**src/rtl/io_mmio_fifo_pkg.sv**
```systemverilog
// Shared register map, STATUS bit layout and address decode for the MMIO I/O block.
package io_mmio_fifo_pkg;

    localparam logic [31:0] OFF_STATUS  = 32'h00;
    localparam logic [31:0] OFF_RX_DATA = 32'h04;
    localparam logic [31:0] OFF_TX_DATA = 32'h08;
    localparam logic [31:0] OFF_CYCLE   = 32'h10;
    localparam logic [31:0] OFF_INSTR   = 32'h14;
    localparam logic [31:0] OFF_CNT_RST = 32'h18;

    localparam int ST_TX_NOT_FULL  = 0;
    localparam int ST_RX_NOT_EMPTY = 1;
    localparam int ST_TX_DROP      = 2;
    localparam int ST_RX_COUNT_LSB = 8;
    localparam int ST_TX_COUNT_LSB = 16;

    typedef enum logic [2:0] {
        REG_NONE,
        REG_STATUS,
        REG_RX_DATA,
        REG_TX_DATA,
        REG_CYCLE,
        REG_INSTR,
        REG_CNT_RST
    } reg_sel_e;

    // Full-word compare against the base plus each fixed offset; anything else is unmapped.
    function automatic reg_sel_e decode_addr(input logic [31:0] addr, input logic [31:0] base);
        reg_sel_e sel;
        sel = REG_NONE;
        if (addr == base + OFF_STATUS)       sel = REG_STATUS;
        else if (addr == base + OFF_RX_DATA) sel = REG_RX_DATA;
        else if (addr == base + OFF_TX_DATA) sel = REG_TX_DATA;
        else if (addr == base + OFF_CYCLE)   sel = REG_CYCLE;
        else if (addr == base + OFF_INSTR)   sel = REG_INSTR;
        else if (addr == base + OFF_CNT_RST) sel = REG_CNT_RST;
        return sel;
    endfunction

endpackage

```
**src/rtl/io_mmio_fifo_fifo.sv**
```systemverilog
// Show-ahead synchronous FIFO; pointers carry one extra wrap bit so full and empty are distinguishable.
module sync_fifo #(
    parameter int WIDTH = 8,
    parameter int DEPTH = 8
) (
    input  logic                     clk,
    input  logic                     rst_n,
    input  logic                     push,
    input  logic [WIDTH-1:0]         din,
    input  logic                     pop,
    output logic [WIDTH-1:0]         dout,
    output logic                     full,
    output logic                     empty,
    output logic [$clog2(DEPTH):0]   count
);
    localparam int AW = $clog2(DEPTH);
    localparam logic [AW:0] DEPTH_COUNT = (AW+1)'(DEPTH);

    logic [WIDTH-1:0] mem [DEPTH];
    logic [AW:0]      wptr;
    logic [AW:0]      rptr;
    logic             do_push;
    logic             do_pop;

    assign do_push = push && !full;
    assign do_pop  = pop && !empty;
    assign count   = wptr - rptr;
    assign full    = (count == DEPTH_COUNT);
    assign empty   = (count == '0);
    assign dout    = mem[rptr[AW-1:0]];

    // Storage array needs no reset; only entries between the pointers are ever observed.
    always_ff @(posedge clk) begin
        if (do_push) mem[wptr[AW-1:0]] <= din;
    end

    // Pointers advance independently so a simultaneous push and pop leaves the count unchanged.
    always_ff @(posedge clk or negedge rst_n) begin
        if (!rst_n) begin
            wptr <= '0;
            rptr <= '0;
        end else begin
            if (do_push) wptr <= wptr + 1'b1;
            if (do_pop)  rptr <= rptr + 1'b1;
        end
    end

endmodule

```
**src/rtl/uart.sv**
```systemverilog
// 8N1 UART with valid/ready byte interfaces; the received byte is held until the consumer accepts it.
module uart #(
    parameter int CLOCK_FREQ = 50_000_000,
    parameter int BAUD_RATE  = 115200
) (
    input  logic       clk,
    input  logic       reset,
    input  logic [7:0] data_in,
    input  logic       data_in_valid,
    output logic       data_in_ready,
    output logic [7:0] data_out,
    output logic       data_out_valid,
    input  logic       data_out_ready,
    input  logic       serial_in,
    output logic       serial_out
);
    localparam int SYMBOL = CLOCK_FREQ / BAUD_RATE;
    localparam int CW = $clog2(SYMBOL) + 1;
    localparam logic [CW-1:0] SYMBOL_LAST  = CW'(SYMBOL - 1);
    localparam logic [CW-1:0] SAMPLE_POINT = CW'(SYMBOL / 2);

    logic [9:0]    tx_shift;
    logic [3:0]    tx_bits;
    logic [CW-1:0] tx_cnt;
    logic          tx_busy;

    logic [1:0]    rx_sync;
    logic [9:0]    rx_shift;
    logic [3:0]    rx_bits;
    logic [CW-1:0] rx_cnt;
    logic          rx_busy;
    logic          rx_hold;

    assign data_in_ready  = !tx_busy;
    assign serial_out     = tx_busy ? tx_shift[0] : 1'b1;
    assign data_out       = rx_shift[8:1];
    assign data_out_valid = rx_hold;

    // Transmitter shifts start, eight data bits LSB first, then stop, one symbol period each.
    always_ff @(posedge clk or posedge reset) begin
        if (reset) begin
            tx_busy  <= 1'b0;
            tx_shift <= '1;
            tx_bits  <= '0;
            tx_cnt   <= '0;
        end else if (!tx_busy) begin
            if (data_in_valid) begin
                tx_busy  <= 1'b1;
                tx_shift <= {1'b1, data_in, 1'b0};
                tx_bits  <= '0;
                tx_cnt   <= SYMBOL_LAST;
            end
        end else if (tx_cnt == '0) begin
            tx_cnt   <= SYMBOL_LAST;
            tx_shift <= {1'b1, tx_shift[9:1]};
            if (tx_bits == 4'd9) tx_busy <= 1'b0;
            else                 tx_bits <= tx_bits + 4'd1;
        end else begin
            tx_cnt <= tx_cnt - 1'b1;
        end
    end

    // Receiver samples mid-symbol after a falling start edge; no new frame starts while a byte is held.
    always_ff @(posedge clk or posedge reset) begin
        if (reset) begin
            rx_sync  <= 2'b11;
            rx_shift <= '0;
            rx_bits  <= '0;
            rx_cnt   <= '0;
            rx_busy  <= 1'b0;
            rx_hold  <= 1'b0;
        end else begin
            rx_sync <= {rx_sync[0], serial_in};
            if (rx_hold && data_out_ready) rx_hold <= 1'b0;
            if (!rx_busy) begin
                if (!rx_hold && !rx_sync[1]) begin
                    rx_busy <= 1'b1;
                    rx_cnt  <= SAMPLE_POINT;
                    rx_bits <= '0;
                end
            end else if (rx_cnt == '0) begin
                rx_shift <= {rx_sync[1], rx_shift[9:1]};
                rx_cnt   <= SYMBOL_LAST;
                if (rx_bits == 4'd9) begin
                    rx_busy <= 1'b0;
                    rx_hold <= 1'b1;
                end else begin
                    rx_bits <= rx_bits + 4'd1;
                end
            end else begin
                rx_cnt <= rx_cnt - 1'b1;
            end
        end
    end

endmodule

```
**src/rtl/io_mmio_fifo.sv**
```systemverilog
// MMIO block: buffered UART RX/TX, cycle and retired-instruction counters, STATUS with sticky drop flag.
module io_mmio_fifo #(
    parameter int          CPU_CLOCK_FREQ = 50_000_000,
    parameter int          BAUD_RATE      = 115200,
    parameter int          RX_FIFO_DEPTH  = 8,
    parameter int          TX_FIFO_DEPTH  = 8,
    parameter int          CNT_WIDTH      = 32,
    parameter logic [31:0] MMIO_BASE      = 32'h8000_0000
) (
    input  logic        clk,
    input  logic        rst_n,
    input  logic        serial_in,
    output logic        serial_out,
    input  logic [31:0] addr,
    input  logic [31:0] wdata,
    input  logic        we,
    input  logic        re,
    input  logic        instr_retire,
    input  logic        instr_is_nop,
    output logic [31:0] rdata
);
    import io_mmio_fifo_pkg::*;

    localparam int RX_CW = $clog2(RX_FIFO_DEPTH) + 1;
    localparam int TX_CW = $clog2(TX_FIFO_DEPTH) + 1;

    reg_sel_e             sel;
    logic                 uart_reset;
    logic [7:0]           rx_byte, rx_head, tx_head;
    logic                 rx_valid, rx_full, rx_empty;
    logic                 tx_ready, tx_full, tx_empty;
    logic [RX_CW-1:0]     rx_count;
    logic [TX_CW-1:0]     tx_count;
    logic                 tx_push, tx_drop, drop_now;
    logic [CNT_WIDTH-1:0] cycle_cnt, instr_cnt;
    logic [31:0]          status_word;

    assign sel        = decode_addr(addr, MMIO_BASE);
    assign uart_reset = !rst_n;
    assign tx_push    = we && (sel == REG_TX_DATA);
    assign drop_now   = tx_push && tx_full;

    uart #(.CLOCK_FREQ(CPU_CLOCK_FREQ), .BAUD_RATE(BAUD_RATE)) u_uart (
        .clk(clk), .reset(uart_reset),
        .data_in(tx_head), .data_in_valid(!tx_empty), .data_in_ready(tx_ready),
        .data_out(rx_byte), .data_out_valid(rx_valid), .data_out_ready(!rx_full),
        .serial_in(serial_in), .serial_out(serial_out)
    );

    sync_fifo #(.WIDTH(8), .DEPTH(RX_FIFO_DEPTH)) u_rx_fifo (
        .clk(clk), .rst_n(rst_n),
        .push(rx_valid), .din(rx_byte),
        .pop(re && (sel == REG_RX_DATA)), .dout(rx_head),
        .full(rx_full), .empty(rx_empty), .count(rx_count)
    );

    sync_fifo #(.WIDTH(8), .DEPTH(TX_FIFO_DEPTH)) u_tx_fifo (
        .clk(clk), .rst_n(rst_n),
        .push(tx_push), .din(wdata[7:0]),
        .pop(!tx_empty && tx_ready), .dout(tx_head),
        .full(tx_full), .empty(tx_empty), .count(tx_count)
    );

    // Counter clear takes priority over the increment happening in the same cycle.
    always_ff @(posedge clk or negedge rst_n) begin
        if (!rst_n) begin
            cycle_cnt <= '0;
            instr_cnt <= '0;
        end else if (we && (sel == REG_CNT_RST)) begin
            cycle_cnt <= '0;
            instr_cnt <= '0;
        end else begin
            cycle_cnt <= cycle_cnt + CNT_WIDTH'(1);
            if (instr_retire && !instr_is_nop) instr_cnt <= instr_cnt + CNT_WIDTH'(1);
        end
    end

    // Sticky drop flag: a drop in the same cycle as a STATUS store keeps the flag set.
    always_ff @(posedge clk or negedge rst_n) begin
        if (!rst_n)                           tx_drop <= 1'b0;
        else if (drop_now)                    tx_drop <= 1'b1;
        else if (we && (sel == REG_STATUS))   tx_drop <= 1'b0;
    end

    // STATUS word assembly and the combinational read mux.
    always_comb begin
        status_word                              = '0;
        status_word[ST_TX_NOT_FULL]              = !tx_full;
        status_word[ST_RX_NOT_EMPTY]             = !rx_empty;
        status_word[ST_TX_DROP]                  = tx_drop;
        status_word[ST_RX_COUNT_LSB +: 8]        = 8'(rx_count);
        status_word[ST_TX_COUNT_LSB +: 8]        = 8'(tx_count);
        rdata = '0;
        case (sel)
            REG_STATUS:  rdata = status_word;
            REG_RX_DATA: rdata = rx_empty ? 32'h0 : {24'h0, rx_head};
            REG_CYCLE:   rdata = 32'(cycle_cnt);
            REG_INSTR:   rdata = 32'(instr_cnt);
            default:     rdata = '0;
        endcase
    end

endmodule
```
**config.mk**
```make
export PLATFORM = sky130hd
export DESIGN_NAME = io_mmio_fifo
export DESIGN_NICKNAME = d
export VERILOG_FILES = /design/src/rtl/io_mmio_fifo_pkg.sv /design/src/rtl/io_mmio_fifo_fifo.sv /design/src/rtl/uart.sv /design/src/rtl/io_mmio_fifo.sv
export SDC_FILE = /design/constraint.sdc
export NUM_CORES = 1
export LEC_CHECK = 0
export ABC_CLOCK_PERIOD_IN_PS = 11470
export BUFFER_PORTS_ARGS = -buffer_cell sky130_fd_sc_hd__clkbuf_2
export CAP_MARGIN = 5
export CORE_MARGIN = 1.5
export CORE_UTILIZATION = 30
export CTS_BUF_LIST = sky130_fd_sc_hd__clkbuf_4 sky130_fd_sc_hd__clkbuf_8 sky130_fd_sc_hd__clkbuf_16
export CTS_CLUSTER_DIAMETER = 50
export DETAILED_ROUTE_END_ITERATION = 12
export GPL_TIMING_DRIVEN = 1
export SKIP_CTS_REPAIR_TIMING = 1
export SLEW_MARGIN = 20
export SYNTH_ARGS = -nofsm -noshare
export SYNTH_HDL_FRONTEND = slang
export SYNTH_SLANG_ARGS = --single-unit
```
**constraint.sdc**
```tcl
create_clock -name clk -period 11.47 [get_ports clk]
set_clock_uncertainty 0.2 [all_clocks]
set_input_delay 0.5735 -clock clk [delete_from_list [all_inputs] [get_ports clk]]
set_output_delay 0.5735 -clock clk [all_outputs]
set_load 0.02 [all_outputs]
```
==> out/results.tsv, run 1 <==
metric	value	unit
Min Hold Slack	144.7	ps
# IOs	104	
vias in the first global route	8539	
number of remaining DRC errors	0	
Final GP Congestion	0.7661	
Antenna Nets Post-Route	0	
Hold Fails Final Rpt	0	
largest net degree at the start of global routing	82	
largest area contributor in the netlist	edfxtp_1	
Max Used Layer	met4	
total power per unit cell area	148.4	nW/um^2
# setup viols final	0	
Starting Density	0.3047	
Max-slew headroom	0.3442	
routed wire length on met3	1.355	mm
critical path's top delay family	flip-flops	
Worst VDD drop	122.3	uV
RSZ-0062 raised after global routing	false	
Final Cycle Share	0.3886	
Synth-to-Final Area Change	17.33	%
total track usage	0.1415	
Finished Cell Area	14600	um^2
Fmax	224.3	MHz
area post-placement	13420	um^2
crit-path max cell delay	930	ps
Mapped Nets	1149	
total number of vias	8491	
Int Power	1.682	mW
cts bufs inserted	34	
Die H	206.6	um
number of flops mapped to enable cells by yosys	128	
Worst Tran Pin Value	978.3	ps
crit end category	primary output	
clock-pin slew on the worst setup and hold paths	60	ps
Pleak	5.503	nW
Via density	5.006	
CP bufs+invs	2	
proportion of layout cells with a drive suffix above 1	0.1849	
port bufs	79	
Reg2Reg Setup Slack	7720	ps
switching share of power	0.2238	
Seq cells post-synth	260	
post-synthesis cell type count	68	
Worst Path Arrival	3680	ps
Comb power frac	0.036	
worst path cell trace	inv_1 > ha_1 > nand3b_1 > and3_1 > o21bai_1 > nand3_1 > o221ai_1 > clkbuf_2	
drt total wl	29.17	mm
worst setup margin	7012	ps
dpl hpwl	19.50	mm
synth top area cells	edfxtp_1 (31%), dfrtp_1 (24%), mux2i_1 (5.2%)	
initial antenna violation count	1	
row count	74	
Hold Path Class	primary input to flip-flop	
max-capacitance violation count	0	
1st-iter DRT viols	607	
CP startpoint kind	flip-flop	
shortest clock period the worst path allows after layout	4458	ps
switching pwr	0.4849	mW
nets	1229	
syn avg cell area	11.76	um^2
status	finished, final reports clean	
core footprint	40830	um^2
Seq/Total Area, Yosys	0.5756	
Async S/R FF share, synth	0.5077	
die width	206.6	um
kind of critical path	flip-flop to primary output	
Final Max Tran Viols	0	
Flop pwr share	0.473	
clock power share	0.491	
Avg WL per Cell	17.20	um
ys flop type	edfxtp_1	
Yosys top cell area share	0.3090	
crit path max fanout	19	
deepest clock path buffer count	3	
count leader, synth	edfxtp_1	
top cells by count, synth	edfxtp_1 (128), dfrtp_1 (121), nor2_1 (118), nand2_1 (81), mux2i_1 (65)	
CTS tree	done	
CP max stage cell	dfrtp_1	
total gr overflow	0	
synth warn	0	
met2 wire len	14.10	mm
DRT Pass-1 Iters	5	
global-route wire length before repair	47.14	mm
met1 WL	12.87	mm
pre-CTS setup slack	7565	ps
die area	42700	um^2
CTS Sinks	260	
Pwr Total	2.166	mW
H-tree level count	2	
clock insertion delay at the later pin of the skew report	520	ps
Worst Path Required	10700	ps
Cell Area, Synth	12440	um^2
Setup TNS	0	ps
Clock Tree Root	clkbuf_16	
Mapped Cells	1058	
==> registers in the layout, indices dropped and copies added (netlist names), 9 cells and up <==
name and flops:
u_rx_fifo.mem 64, u_tx_fifo.mem 64, cycle_cnt 32, instr_cnt 32, u_uart.rx_cnt 10, u_uart.tx_cnt 10
u_uart.rx_shift 9, u_uart.tx_shift 9
==> logic make-up (layout without fill, tap and decap cells) <==
| logic type | after synthesis | after routing | share of synthesized area |
|---|---|---|---|
| AOI/OAI and AO/OA | 116 | 116 | 0.06175 |
| adders and majority gates | 20 | 20 | 0.02132 |
| DFF | 260 | 260 | 0.5756 |
| buffers and inverters | 84 | 189 | 0.02937 |
| xor gates and xnor gates | 74 | 74 | 0.05210 |
| muxes | 88 | 88 | 0.08941 |
| other | 0 | 1 | 0 |
| and+or+nand+nor | 416 | 416 | 0.1705 |
==> cell usage in the layout, fill, tap and decap left out, drive strengths merged, types with 8 or more instances in the layout <==
master,netlist,routed
mux4,18,18
and4,8,8
a22oi,16,16
xor2,29,29
clkbuf,37,120
a21oi,32,32
nand3,35,35
ha,18,18
mux2i,65,65
dfstp,11,11
nand4,27,27
xnor2,45,45
buf,17,18
nor3,29,29
inv,30,38
nor4,36,36
and3,16,16
o21ai,23,23
dfrtp,121,121
edfxtp,128,128
nor2,119,119
or3,17,17
nand2,81,81
==> worst register-to-register path, stage by stage, from the launching register on <==
cell and delay [ps]:
dfrtp_1 930, inv_1 190, ha_1 350, nand3b_1 100
a21oi_1 240, o31ai_1 230, or2_2 380, nor3_2 750
==> through the flow <==
step           instances  utilization
2_1_floorplan       1058            -
6_report            1696       0.3575
4_1_cts             1693       0.3568
5_1_grt             1696       0.3575
3_3_place_gp        1632       0.3288
3_5_place_dp        1632       0.3288
==> final cells by class <==
cell class	instances	area, um^2
clock buffers	42	948.4
diodes	1	2.502
repair buffers	98	553.0
inverters	30	112.6
fillers	3965	26240
flip-flops and latches	260	7161
clock inverters	19	197.7
multi-input cells	714	4956
well taps	532	665.6
==> worst paths after layout <==
check | cells after the start | endpoint | startpoint
setup / recovery | 8 | rdata[2] | u_rx_fifo.rptr[1]$_DFFE_PN0P_
hold / removal | 1 | u_tx_fifo.mem[3][6]$_DFFE_PP_ | wdata[6]
setup reg to reg | 7 | u_rx_fifo.mem[3][6]$_DFFE_PP_ | u_rx_fifo.rptr[1]$_DFFE_PN0P_
hold reg to reg | 0 | u_uart.rx_sync[1]$_DFF_PN1_ | u_uart.rx_sync[0]$_DFF_PN1_
max in group asynchronous | 3 | cycle_cnt[29]$_DFF_PN0_ | rst_n
min in group asynchronous | 2 | u_uart.rx_shift[6]$_DFFE_PN0P_ | rst_n
==> power by group through the flow <==
stage | Sequential [mW] | Combinational, mW | Clock, mW
after floorplan | 1.04 | 0.0464 | 0
after global placement | 1.04 | 0.0765 | 0
after detailed placement | 1.04 | 0.0783 | 0
after CTS | 1.03 | 0.0791 | 1.09
after global routing | 1.03 | 0.0885 | 1.13
final | 1.03 | 0.0781 | 1.06
==> metal layers <==
layer,up-vias,GRT usage
met5,-,0
met4,0,0.05098
met3,57,0.02292
met2,172,0.2338
met1,4189,0.1876
li1,4073,-
No activity file was read; power rests on OpenSTA's default activity.
==> run 2: changes to the inputs <==
ABC_AREA = 1   (was not set)
ABC_CLOCK_PERIOD_IN_PS = 3600   (was 11470)
clock period = 3.6 ns   (was 11.47 ns; I/O delays follow)
==> run 2 against run 1 <==
The run now ends with hold timing left; non-clock buffer count is 25 higher; cell area is 7.0% higher; via count is 24% higher; sequential share of layout area is 3.2 points lower; clock power grew to 3.4 times the previous value; worst setup slack worse by 6800 ps; first-iteration DRC count is 37% higher; utilization is 0.60 points higher; register-to-register slack worse by 7100 ps; critical path depth is 1 higher.
==> out/results.tsv, run 2 <==
metric	value	unit	change
Synth Area in Adders	0.02030		-0.001021
Synth Area in Compound Gates	0.07163		+0.009875
Reg2Reg Setup Slack	630	ps	-7090 ps
proportion of layout cells with a drive suffix above 1	0.1347		-0.05022
Hold Fails Final Rpt	3		+3
port bufs	79		unchanged
synth warn	0		unchanged
# IOs	104		unchanged
hold endpoint	instr_cnt[14]$_DFFE_PN0P_		
number of flops mapped to enable cells by yosys	128		unchanged
shortest clock period the worst path allows after layout	3380	ps	
Cell Area, Synth	13070	um^2	+5.0%
Die H	211.7	um	+2.4%
# setup viols final	0		unchanged
violated checks	hold timing		
Mapped Nets	1571		+37%
row count	76		+2.7%
ys flop type	edfxtp_1		
commonest non-fill, non-tap cell in the layout	nand2_1		
CP startpoint	u_rx_fifo.wptr[0]$_DFFE_PN0P_		
count leader, synth	nand2_1		
Clock Tree Root	clkbuf_16		
top cells by count, synth	nand2_1 (351), nor2_1 (194), nand3_1 (135), edfxtp_1 (128), inv_1 (125)		
Final GP Congestion	0.9030		+18%
status	complete, but fails checks		
CP startpoint kind	flip-flop		
Worst Path Required	3220	ps	-7480 ps
Seq/Total Area, Yosys	0.5480		-0.02756
Worst Tran Pin Value	866.7	ps	-111.6 ps
xor/xnor cell area share of the yosys netlist	0.04357		-0.008527
Antenna Nets Post-Route	0		unchanged
Hold Path Class	primary input to flip-flop		
Yosys top cell area share	0.2942		-0.01479
Async S/R FF share, synth	0.5077		unchanged
crit end category	primary output		
Worst Path Arrival	3000	ps	-680 ps
initial antenna violation count	1		unchanged
cts bufs inserted	36		+5.9%
antenna cells	0		-1
terminus of the critical flop-to-flop path	u_tx_fifo.mem[6][1]$_DFFE_PP_		
Post-Route Utilization	0.3634		+0.005963
hold depth	5		+4
post-synthesis cell type count	44		-35%
die width	211.7	um	+2.4%
Max-slew headroom	0.4216		+0.07734
dpl hpwl	23.42	mm	+20%
Avg WL per Cell	15.23	um	-11%
Fmax	295.9	MHz	
nets	1683		+37%
Final Max Tran Viols	0		unchanged
clock insertion delay at the later pin of the skew report	540	ps	+20 ps
syn avg cell area	8.829	um^2	-25%
Worst R2R Start	u_tx_fifo.rptr[2]$_DFFE_PN0P_		
vias in the first global route	9968		+17%
clock-pin slew on the worst setup and hold paths	60	ps	about the same
most frequent cells in the layout	nand2_1 (351), nor2_1 (194), nand3_1 (134)		
CP max stage cell	fa_1		
largest area contributor in the netlist	edfxtp_1		
worst path cell trace	inv_1 > ha_1 > fa_1 > inv_1 > nor3_2 > nand3_2 > o2111ai_1 > nand3_1 > clkbuf_2		
Finished Cell Area	15620	um^2	+7.0%
CTS Sinks	260		unchanged
area post-placement	14250	um^2	+6.1%
Mapped Cells	1480		+40%
Starting Density	0.3040		-0.0006825
total number of vias	10570		+24%
CP bufs+invs	3		+1
most used cell, CP	inv_1		
reg2reg path depth	10		+3
H-tree level count	2		unchanged
Worst VDD drop	262.8	uV	+110%
critical path's top delay family	simple AND/OR/NAND/NOR gates		
DRT Pass-1 Iters	5		unchanged
largest family of logic cells by synthesized area	simple AND/OR/NAND/NOR gates		
number of remaining DRC errors	0		unchanged
total power per unit cell area	462.1	nW/um^2	+210%
total track usage	0.1511		+0.009524
Min Hold Slack	-15.89	ps	-160.6 ps
RSZ-0062 raised after global routing	false		
deepest clock path buffer count	3		unchanged
synth top area cells	edfxtp_1 (29%), dfrtp_1 (23%), nand2_1 (10%)		
core footprint	42980	um^2	+5.3%
global-route wire length before repair	53.37	mm	+13%
post-synthesis mux area share	0.007756		-0.08165
CTS tree	done		
die area	44810	um^2	+5.0%
Simple-Gate Fraction of Synth Area	0.2549		+0.08444
largest net degree at the start of global routing	78		-4.9%
1st-iter DRT viols	829		+37%
max-capacitance violation count	0		unchanged
Worst Hold Launch	instr_is_nop		
drt total wl	33.57	mm	+15%
crit-path max cell delay	490	ps	-440 ps
Synth-to-Final Area Change	19.55	%	
crit path max fanout	12		-7
Final Cycle Share	0.9389		
Pleak	6.430	nW	+17%
Via density	4.796		-4.2%
kind of critical path	flip-flop to primary output		
Seq cells post-synth	260		unchanged
total gr overflow	0		unchanged
run 2: cell count changes after synthesis, sizes merged, moves of 17 or more:
| cell | previous run | this run |
|---|---|---|
| mux2i | 65 | 0 |
| nor4 | 36 | 1 |
| nor2 | 119 | 199 |
| xor2 | 29 | 48 |
| nand2 | 81 | 354 |
| mux4 | 18 | 0 |
| o21ai | 23 | 113 |
| inv | 30 | 130 |
| a21oi | 32 | 10 |
| xnor2 | 45 | 17 |
| nand3 | 35 | 136 |
| or3 | 17 | 0 |
run 2: cells by family (layout without fill, tap and decap cells):
group                    after synthesis  in the layout
AND/OR/NAND/NOR                      779            779
flip-flops                           260            260
multiplexers                           9              9
buffers and inverters                180            319
AO/OA/AOI/OAI                        167            167
adder cells (fa/ha/maj)               20             20
XOR/XNOR                              65             65
run 2: power by group:
| part | internal (mW) | switching [mW] | total (mW) |
|---|---|---|---|
| Sequential | 3.19 | 0.107 | 3.29 |
| Clock | 2.27 | 1.36 | 3.63 |
| Combinational | 0.104 | 0.187 | 0.291 |
| Total | 5.56 | 1.65 | 7.22 |
run 2: metal layers:
layer,track usage,share of wire,up-vias
met4,0.04606,0.021,2
met5,0,0.00039,-
met3,0.02997,0.064,46
li1,-,-,5197
met2,0.2379,0.46,310
met1,0.2091,0.46,5016
run 2: area by class of cell:
cell class	count	area (um^2)
clock buffer	46	1036
clock inverter	19	207.7
fill	4383	27360
inverter	131	491.7
multi-input combinational	1040	5219
sequential	260	7161
tap	585	732.0
timing repair buffer	123	774.5
run 2: tightest hold or removal path: cells and delay by family:
kind,cells,cell delay [ps]
buffers and inverters,2,290
AND/OR/NAND/NOR,3,210
run 2: worst max-delay path by stage:
stage	end	slack (ps)	cells past startpoint
after floorplan	u_rx_fifo.mem[6][0]$_DFFE_PP_	480	12
after global placement	rdata[1]	510	9
after detailed placement	rdata[1]	430	9
after CTS	rdata[1]	-140	9
after global routing	rdata[1]	50	9
final	rdata[4]	220	9
run 2: through the flow:
step | worst slack [ps] | power (mW) | std cells | hold slack, ps | setup TNS [ps]
3_3_place_gp | 514.0 | 3.618 | 2127 | 60.08 | 0
5_1_grt | 54.29 | 7.477 | 2204 | 25.03 | 0
2_1_floorplan | 478.9 | 3.484 | 1480 | -315.6 | 0
6_report | 220.0 | 7.219 | 2204 | -15.89 | 0
3_5_place_dp | 431.2 | 3.630 | 2127 | 69.13 | 0
4_1_cts | -140.5 | 7.289 | 2192 | -490.3 | -686.6
==> run 3: changes to the inputs <==
CORE_MARGIN = not set   (was 1.5)
==> run 3 against run 2 <==
The flow still finishes with violations (hold timing); clock-buffer cell count is 2 higher; flip-flop and latch count is the same; hold slack gained 7.7 ps; largest power group unchanged; highest routed layer unchanged.
==> out/results.tsv, run 3 (synthesis results as in run 2) <==
metric	value	unit	change
status	complete, but fails checks		
violated checks	hold timing		
CTS Sinks	260		unchanged
row count	76		unchanged
fillers	4409		+0.59%
pre-CTS setup slack	526.9	ps	+95.68 ps
Final GP Congestion	0.9120		+1.0%
Worst Path Required	3220	ps	about the same
Worst VDD drop	273.5	uV	+4.1%
shortest clock period the worst path allows after layout	3362	ps	-17.82 ps
CTS tree	done		
area post-placement	14210	um^2	-0.26%
total gr overflow	0		unchanged
# IOs	104		unchanged
total number of vias	10590		+0.19%
proportion of layout cells with a drive suffix above 1	0.1321		-0.002599
core footprint	42980	um^2	unchanged
Pleak	6.352	nW	-1.2%
global-route wire length before repair	53.22	mm	-0.28%
port bufs	79		unchanged
kind of critical path	flip-flop to primary output		
Reg area	7161	um^2	unchanged
Worst Path Arrival	2980	ps	-20 ps
worst path cell trace	inv_1 > ha_1 > fa_1 > inv_1 > nor3_2 > nand3_2 > nand4_1 > nand4_1 > clkbuf_2		
Synth-to-Final Area Change	18.53	%	
cts bufs inserted	35		-2.8%
deepest clock path buffer count	3		unchanged
CP startpoint kind	flip-flop		
total power per unit cell area	450.3	nW/um^2	-2.6%
max-capacitance violation count	0		unchanged
clock-pin slew on the worst setup and hold paths	60	ps	about the same
crit end category	primary output		
antenna cells	0		unchanged
multi-input logic area	5219	um^2	unchanged
Finished Cell Area	15490	um^2	-0.86%
Avg WL per Cell	15.18	um	-0.34%
total track usage	0.1505		-0.0006071
Max-slew headroom	0.3662		-0.05539
Die H	210.7	um	-0.47%
Pwr Total	6.974	mW	-3.4%
Hold Fails Final Rpt	4		+1
fin cells	2198		-0.27%
Antenna Nets Post-Route	0		unchanged
H-tree level count	2		unchanged
Fmax	297.4	MHz	+0.53%
Placed Cells	2122		-0.24%
1st-iter DRT viols	931		+12%
initial antenna violation count	1		unchanged
vias in the first global route	10030		+0.66%
Final Max Tran Viols	0		unchanged
Clock Tree Root	clkbuf_16		
RSZ-0062 raised after global routing	false		
crit-path max cell delay	490	ps	about the same
commonest non-fill, non-tap cell in the layout	nand2_1		
nets	1677		-0.36%
number of remaining DRC errors	0		unchanged
Via density	4.818		+0.46%
CP max stage cell	fa_1		
Hold Path Class	primary input to flip-flop		
Worst Tran Pin Value	947.2	ps	+80.54 ps
clock insertion delay at the later pin of the skew report	540	ps	about the same
die width	210.7	um	-0.47%
worst setup margin	237.8	ps	+17.83 ps
largest net degree at the start of global routing	83		+6.4%
Final Cycle Share	0.9339		-0.004951
DRT Pass-1 Iters	5		unchanged
Min Hold Slack	-8.206	ps	+7.681 ps
crit path max fanout	12		unchanged
# setup viols final	0		unchanged
most frequent cells in the layout	nand2_1 (351), nor2_1 (194), nand3_1 (134)		
Post-Route Utilization	0.3603		-0.003115
drt total wl	33.37	mm	-0.61%
die area	44390	um^2	-0.94%
dpl hpwl	23.29	mm	-0.58%
Starting Density	0.3040		unchanged
==> run 3: area by class of cell <==
cell class                      instances  area share
Clock inverter                         16     0.01042
Multi-Input combinational cell       1040      0.3370
Clock buffer                           48     0.06366
Tap cell                              585     0.04726
Timing Repair Buffer                  118     0.04758
Sequential cell                       260      0.4624
Inverter                              131     0.03175
==> run 3: metrics by stage <==
step,TNS (ps),hold slack (ps)
5_1_grt,0,14.40
4_1_cts,-237.6,-494.5
2_1_floorplan,0,-315.6
6_report,0,-8.206
3_5_place_dp,0,71.72
3_3_place_gp,0,66.56
==> run 3: power by group <==
part | switching (mW) | total, mW | internal (mW)
sequential | 0.108 | 3.30 | 3.19
clock | 1.36 | 3.39 | 2.03
combinational | 0.185 | 0.289 | 0.104
total | 1.65 | 6.97 | 5.33
==> run 3: final timing paths <==
kind	startpoint	end	slack (ps)	cells after the start
worst max-delay path	u_rx_fifo.wptr[0]$_DFFE_PN0P_	rdata[2]	240	9
worst min-delay path	instr_is_nop	instr_cnt[15]$_DFFE_PN0P_	-8	5
worst max register to register	u_rx_fifo.wptr[0]$_DFFE_PN0P_	u_rx_fifo.mem[0][0]$_DFFE_PP_	480	10
worst min register to register	u_uart.rx_sync[0]$_DFF_PN1_	u_uart.rx_sync[1]$_DFF_PN1_	150	0
max in group asynchronous	rst_n	cycle_cnt[26]$_DFF_PN0_	2310	3
min in group asynchronous	rst_n	u_uart.rx_shift[5]$_DFFE_PN0P_	40	2
==> run 3: critical path: cells and delay by family, from the launching register on <==
| family | cells | cell delay, ps |
|---|---|---|
| buf+inv | 3 | 340 |
| simple gates | 4 | 970 |
| fa+ha+maj | 2 | 710 |
| flops | 1 | 410 |
==> run 3: routing by layer <==
| metal | vias up | routed length (um) | GRT usage |
|---|---|---|---|
| li1 | 5184 | - | - |
| met1 | 5091 | 15690 | 0.2094 |
| met2 | 264 | 15360 | 0.2418 |
| met3 | 50 | 1662 | 0.02453 |
| met4 | 2 | 634 | 0.04098 |
| met5 | - | 12 | 0 |
